$ cat src/rtl/v_nibble_packer.sv
// Packs a stream of 4-bit nibbles LSB-first into words of NIBBLES nibbles, with flush of partial words.
// Optional registered even parity on out_par when V_NIBBLE_PACKER_PARITY_EN is defined.
module v_nibble_packer #(
    parameter int NIBBLES = 4
) (
    input  logic                   clk,
    input  logic                   rst_n,
    input  logic                   in_valid,
    input  logic [3:0]             in_data,
    output logic                   in_ready,
    input  logic                   flush,
    output logic                   out_valid,
    input  logic                   out_ready,
    output logic [4*NIBBLES-1:0]   out_data,
    output logic [3:0]             out_nib,
    output logic                   out_par
);

    localparam int W  = 4 * NIBBLES;
    localparam int CW = $clog2(NIBBLES);
    localparam logic [CW-1:0] CNT_LAST = CW'(NIBBLES - 1);

    logic [CW-1:0] cnt_r;
    logic [W-1:0]  acc_r;
    logic          out_valid_r;
    logic [W-1:0]  out_data_r;
    logic [3:0]    out_nib_r;

    logic          slot_free_s;
    logic          in_ready_s;
    logic          accept_s;
    logic          complete_s;
    logic          flush_ok_s;
    logic [W-1:0]  merged_s;
    logic [3:0]    fill_s;

    logic [CW-1:0] cnt_s;
    logic [W-1:0]  acc_s;
    logic          valid_s;
    logic [W-1:0]  data_s;
    logic [3:0]    nib_s;

    // Handshake qualification and the accumulator with this cycle's nibble merged in
    always_comb begin
        slot_free_s = !out_valid_r || out_ready;
        // Only the completing nibble needs the output slot; earlier nibbles go to the accumulator
        in_ready_s  = slot_free_s || (cnt_r != CNT_LAST);
        accept_s    = in_valid && in_ready_s;
        complete_s  = accept_s && (cnt_r == CNT_LAST);
        flush_ok_s  = flush && slot_free_s && ((cnt_r != {CW{1'b0}}) || accept_s);
        fill_s      = 4'(cnt_r) + {3'b000, accept_s};
        merged_s    = acc_r;
        for (int k = 0; k < NIBBLES; k++) begin
            if (accept_s && (cnt_r == CW'(k))) begin
                merged_s[4*k +: 4] = in_data;
            end else begin
                merged_s[4*k +: 4] = acc_r[4*k +: 4];
            end
        end
    end

    // Next-state: load a full or flushed word, otherwise accumulate and drain
    always_comb begin
        cnt_s   = cnt_r;
        acc_s   = acc_r;
        valid_s = out_valid_r;
        data_s  = out_data_r;
        nib_s   = out_nib_r;
        if (complete_s || flush_ok_s) begin
            data_s  = merged_s;
            nib_s   = fill_s;
            valid_s = 1'b1;
            cnt_s   = {CW{1'b0}};
            acc_s   = {W{1'b0}};
        end else begin
            if (accept_s) begin
                acc_s = merged_s;
                cnt_s = cnt_r + CW'(1);
            end else begin
                acc_s = acc_r;
                cnt_s = cnt_r;
            end
            if (out_valid_r && out_ready) begin
                valid_s = 1'b0;
            end else begin
                valid_s = out_valid_r;
            end
        end
    end

    // State and output registers
    always_ff @(posedge clk or negedge rst_n) begin
        if (!rst_n) begin
            cnt_r       <= {CW{1'b0}};
            acc_r       <= {W{1'b0}};
            out_valid_r <= 1'b0;
            out_data_r  <= {W{1'b0}};
            out_nib_r   <= 4'd0;
        end else begin
            cnt_r       <= cnt_s;
            acc_r       <= acc_s;
            out_valid_r <= valid_s;
            out_data_r  <= data_s;
            out_nib_r   <= nib_s;
        end
    end

`ifdef V_NIBBLE_PACKER_PARITY_EN
    logic par_r;

    function automatic logic even_parity(input logic [W-1:0] d);
        return ^d;
    endfunction

    // Parity follows the word into the output register on the same edge
    always_ff @(posedge clk or negedge rst_n) begin
        if (!rst_n) begin
            par_r <= 1'b0;
        end else if (complete_s || flush_ok_s) begin
            par_r <= even_parity(merged_s);
        end else begin
            par_r <= par_r;
        end
    end

    assign out_par = par_r;
`else
    assign out_par = 1'b0;
`endif

    assign in_ready  = in_ready_s;
    assign out_valid = out_valid_r;
    assign out_data  = out_data_r;
    assign out_nib   = out_nib_r;

endmodule

$ cat config.mk
export PLATFORM = sky130hd
export DESIGN_NAME = v_nibble_packer
export DESIGN_NICKNAME = d
export VERILOG_FILES = /design/src/rtl/v_nibble_packer.sv
export SDC_FILE = /design/constraint.sdc
export NUM_CORES = 1
export LEC_CHECK = 0
export CAP_MARGIN = 10
export CORE_MARGIN = 5
export CORE_UTILIZATION = 54
export CTS_CLUSTER_SIZE = 10
export DETAILED_ROUTE_END_ITERATION = 8
export PLACE_DENSITY = 0.92
export SYNTH_ARGS = -nofsm -noshare
export SYNTH_HDL_FRONTEND = slang
export SYNTH_SLANG_ARGS = --single-unit
export TNS_END_PERCENT = 30
$ cat constraint.sdc
create_clock -name clk -period 3.27 [get_ports clk]
set_input_delay 0.654 -clock clk [delete_from_list [all_inputs] [get_ports clk]]
set_output_delay 0.654 -clock clk [all_outputs]
set_load 0.01 [all_outputs]
==> tab_implementation.tex <==
\begin{tabular}{lr}
\hline
Metric & Value \\
\hline
\multicolumn{2}{l}{\textbf{Status}} \\
Outcome & completed \\
\multicolumn{2}{l}{\textbf{Drt}} \\
Number of design rule violations left after detail routing & 0 \\
Vias & 1191 \\
Total detailed-routing wirelength & 3.19 mm \\
1st-pass router iterations & 4 \\
Post-detailed-route count of antenna-violating nets & 0 \\
Routed length per placed instance & 15.3 µm \\
Detailed Route Iter0 Violations & 64 \\
Number of vias per cell & 5.70 \\
\multicolumn{2}{l}{\textbf{Timing}} \\
Hold slack final & 525 ps \\
TNS Setup & 0 ps \\
Count of final max-slew check failures & 0 \\
Final count of negative-setup-slack endpoints & 0 \\
Final setup margin & 791 ps \\
Final hold violation count & 0 \\
Share of the clock period used by the worst path & 0.758 \\
Max Freq & 403 MHz \\
Maximum clock skew at final layout & 6.71 ps \\
RSZ-0062 raised after global routing & false \\
Final min period & 2480 ps \\
\multicolumn{2}{l}{\textbf{Hold path}} \\
Tightest Hold Check Type & flip-flop to flip-flop \\
Hold Path Cell Cnt & 1 \\
\multicolumn{2}{l}{\textbf{Critical path}} \\
Critical Path Max Stage Delay & 550 ps \\
Worst Setup Path Type & input pin to output pin \\
Crit path DAT & 1820 ps \\
Startpoint type of the worst setup path & input pin \\
Critical path required time & 2620 ps \\
Endpoint of the worst setup timing path & in\_ready \\
Largest fanout on the critical path & 3 \\
Cell with the largest stage delay on the worst path & sky130\_fd\_sc\_hd\_\_clkdlybuf4s50\_1 \\
Crit Reg-Reg Endpoint & out\_data[4] \\
Chain of cells forming the critical path & clkdlybuf4s50\_1, nand3b\_2, clkdlybuf4s50\_1 \\
Register-to-Register Path Depth & 7 \\
Setup crit end kind & output pin \\
Source of the worst register-to-register timing path & cnt\_r[0] \\
Crit. Startpoint & out\_ready \\
R2R setup slack & 1330 ps \\
Most used cell, CP & sky130\_fd\_sc\_hd\_\_clkdlybuf4s50\_1 \\
\multicolumn{2}{l}{\textbf{Placement}} \\
Global placer's final weighted congestion & 0.813 \\
Post-Place Setup Slack & 798 ps \\
Sum of net half-perimeters after detailed placement & 2.34 mm \\
Total cell area at the placement stage & 1930 µm² \\
Buffers on Ports & 29 \\
\multicolumn{2}{l}{\textbf{Global routing}} \\
Global-route wire length before repair & 5.75 mm \\
Total Routing Usage GR & 0.178 \\
Number of global-route vias before repair & 1258 \\
Largest net degree at the start of global routing & 39 \\
Grt ovf & 0 \\
Antenna violations before repair & 0 \\
\multicolumn{2}{l}{\textbf{Clock tree}} \\
Clock latency at the later pin of the worst-skew pair & 350 ps \\
Cells resized by post-CTS repair & 0 \\
Maximum buffer depth of the clock tree & 2 \\
Number of buffers created by CTS & 5 \\
Hold-fix buffer count after cts & 0 \\
CTS tree & done \\
Root buffer selected by CTS & sky130\_fd\_sc\_hd\_\_clkbuf\_4 \\
CTS H-Tree Depth & 2 \\
Clock Sinks & 38 \\
Clock slew at reported path FFs & 110 ps \\
Setup repair bufs after CTS & 0 \\
\multicolumn{2}{l}{\textbf{Layout}} \\
Final nets & 190 \\
Share of layout cells above drive strength 1 & 0.102 \\
Area of all placed cells without fillers & 2000 µm² \\
Number of fill cells & 221 \\
Post-synthesis to final-layout area growth & 22.6\% \\
Most used cells in the layout excluding fill and tap cells & 38 x sky130\_fd\_sc\_hd\_\_dfrtp\_1, 33 x sky130\_fd\_sc\_hd\_\_nor2\_1, 29 x sky130\_fd\_sc\_hd\_\_clkdlybuf4s50\_1 \\
Leading cell type in the layout, fill and taps excluded & sky130\_fd\_sc\_hd\_\_dfrtp\_1 \\
N\_diodes & 0 \\
\multicolumn{2}{l}{\textbf{Synth}} \\
Post-synthesis instance area & 1630 µm² \\
Top area cells in the synthesized netlist & sky130\_fd\_sc\_hd\_\_dfrtp\_1 58\%, sky130\_fd\_sc\_hd\_\_nor2\_1 7.6\%, sky130\_fd\_sc\_hd\_\_a32oi\_1 6.4\% \\
Number of warning messages in the yosys log & 0 \\
Register area share after synthesis & 0.583 \\
Synth top area share & 0.583 \\
Cell taking the most area after synthesis & sky130\_fd\_sc\_hd\_\_dfrtp\_1 \\
Post-Syn Area per Cell & 11.2 µm² \\
Post-Synthesis Cells & 145 \\
Seq cells post-synth & 38 \\
Number of distinct standard cells referenced by the synthesized netlist & 23 \\
\multicolumn{2}{l}{\textbf{Floorplanning}} \\
Die outline area & 4220 µm² \\
Number of top-level pins & 32 \\
Core area & 2980 µm² \\
Die outline width & 64.9 µm \\
Chip height & 64.9 µm \\
Cell row count & 20 \\
Starting density of the core & 0.547 \\
\multicolumn{2}{l}{\textbf{Pwr}} \\
Power per cell area & 909 nW/µm² \\
Maximum vdd drop & 0.000553 V \\
Static leakage & 0.908 nW \\
Power after layout & 0.00182 W \\
\multicolumn{2}{l}{\textbf{Run}} \\
MaxCap Viol Count & 0 \\
\hline
\end{tabular}
worst min path at each step:
stage,from,slack (ps),endpoint
global placement,acc_r[11],490,acc_r[11]
finish,out_nib[2],530,out_nib[2]
floorplan,rst_n,360,acc_r[0]
CTS,out_nib[2],530,out_nib[2]
detailed placement,out_nib[2],500,out_nib[2]
global route,out_nib[2],550,out_nib[2]
sequential cells by signal, indices dropped and copies added, names as in the netlist:
register	flops
acc_r	16
out_valid	1
out_data	16
out_nib	3
cnt_r	2
layer usage:
metal	vias to the layer above	track usage	wire, µm
li1	556	-	-
met1	590	0.206	1310
met2	39	0.291	1640
met3	6	0.0693	198
met4	0	0.0792	42
met5	-	0	0
area by class of cell:
| cell class | instances | area, µm² | share of cell area |
|---|---|---|---|
| Clock buffer | 6 | 51.3 | 0.0257 |
| Sequential cell | 38 | 951 | 0.476 |
| Tap cell | 33 | 41.3 | 0.0207 |
| Inverter | 3 | 11.3 | 0.00564 |
| Multi-Input combinational cell | 95 | 602 | 0.301 |
| Timing Repair Buffer | 32 | 325 | 0.163 |
| Clock inverter | 2 | 16.3 | 0.00814 |
Yosys cell counts:
| library cell | count |
|---|---|
| sky130_fd_sc_hd__nand2_1 | 2 |
| sky130_fd_sc_hd__nor2_1 | 33 |
| sky130_fd_sc_hd__clkbuf_2 | 1 |
| sky130_fd_sc_hd__and2_1 | 4 |
| sky130_fd_sc_hd__ha_1 | 6 |
| sky130_fd_sc_hd__nand3_1 | 5 |
| sky130_fd_sc_hd__dfrtp_1 | 38 |
| sky130_fd_sc_hd__nand2b_4 | 1 |
| sky130_fd_sc_hd__a32oi_1 | 12 |
| sky130_fd_sc_hd__mux2i_1 | 4 |
| sky130_fd_sc_hd__a21boi_4 | 1 |
| sky130_fd_sc_hd__nand3b_2 | 1 |
| sky130_fd_sc_hd__mux2_2 | 3 |
| sky130_fd_sc_hd__conb_1 | 1 |
| sky130_fd_sc_hd__nand2b_1 | 1 |
| sky130_fd_sc_hd__inv_1 | 3 |
| sky130_fd_sc_hd__and3_1 | 1 |
| sky130_fd_sc_hd__o21ai_2 | 1 |
| sky130_fd_sc_hd__buf_2 | 4 |
| sky130_fd_sc_hd__buf_4 | 3 |
| sky130_fd_sc_hd__xnor2_1 | 1 |
| sky130_fd_sc_hd__buf_6 | 2 |
| sky130_fd_sc_hd__a21oi_1 | 17 |
critical path: cells and delay by family:
family	cells	cell delay [ps]
buf+inv	2	1020
simple gates	1	150
per-stage QoR:
stage	cells	util
final	209	0.671
after global routing	209	0.671
after CTS	209	0.671
after detailed placement	201	0.648
after global placement	201	0.648
after floorplan	146	-
power breakdown:
group          total, W  switching (W)  internal (W)
clock          0.000267       0.000160      0.000107
combinational  0.000795       0.000396      0.000399
sequential     0.000754      0.0000974      0.000656
kinds of logic (layout without fill, tap and decap cells):
| logic type | after synthesis | count (layout) | share of synthesized area |
|---|---|---|---|
| XOR/XNOR | 1 | 1 | 0.00537 |
| AND/OR/NAND/NOR | 48 | 48 | 0.134 |
| buffers and inverters | 13 | 43 | 0.0499 |
| AO/OA/AOI/OAI | 31 | 31 | 0.134 |
| adder cells (fa/ha/maj) | 6 | 6 | 0.0460 |
| other | 1 | 2 | 0.00230 |
| multiplexers | 7 | 7 | 0.0453 |
| flip-flops | 38 | 38 | 0.583 |
No activity file was read; power rests on OpenSTA's default activity.
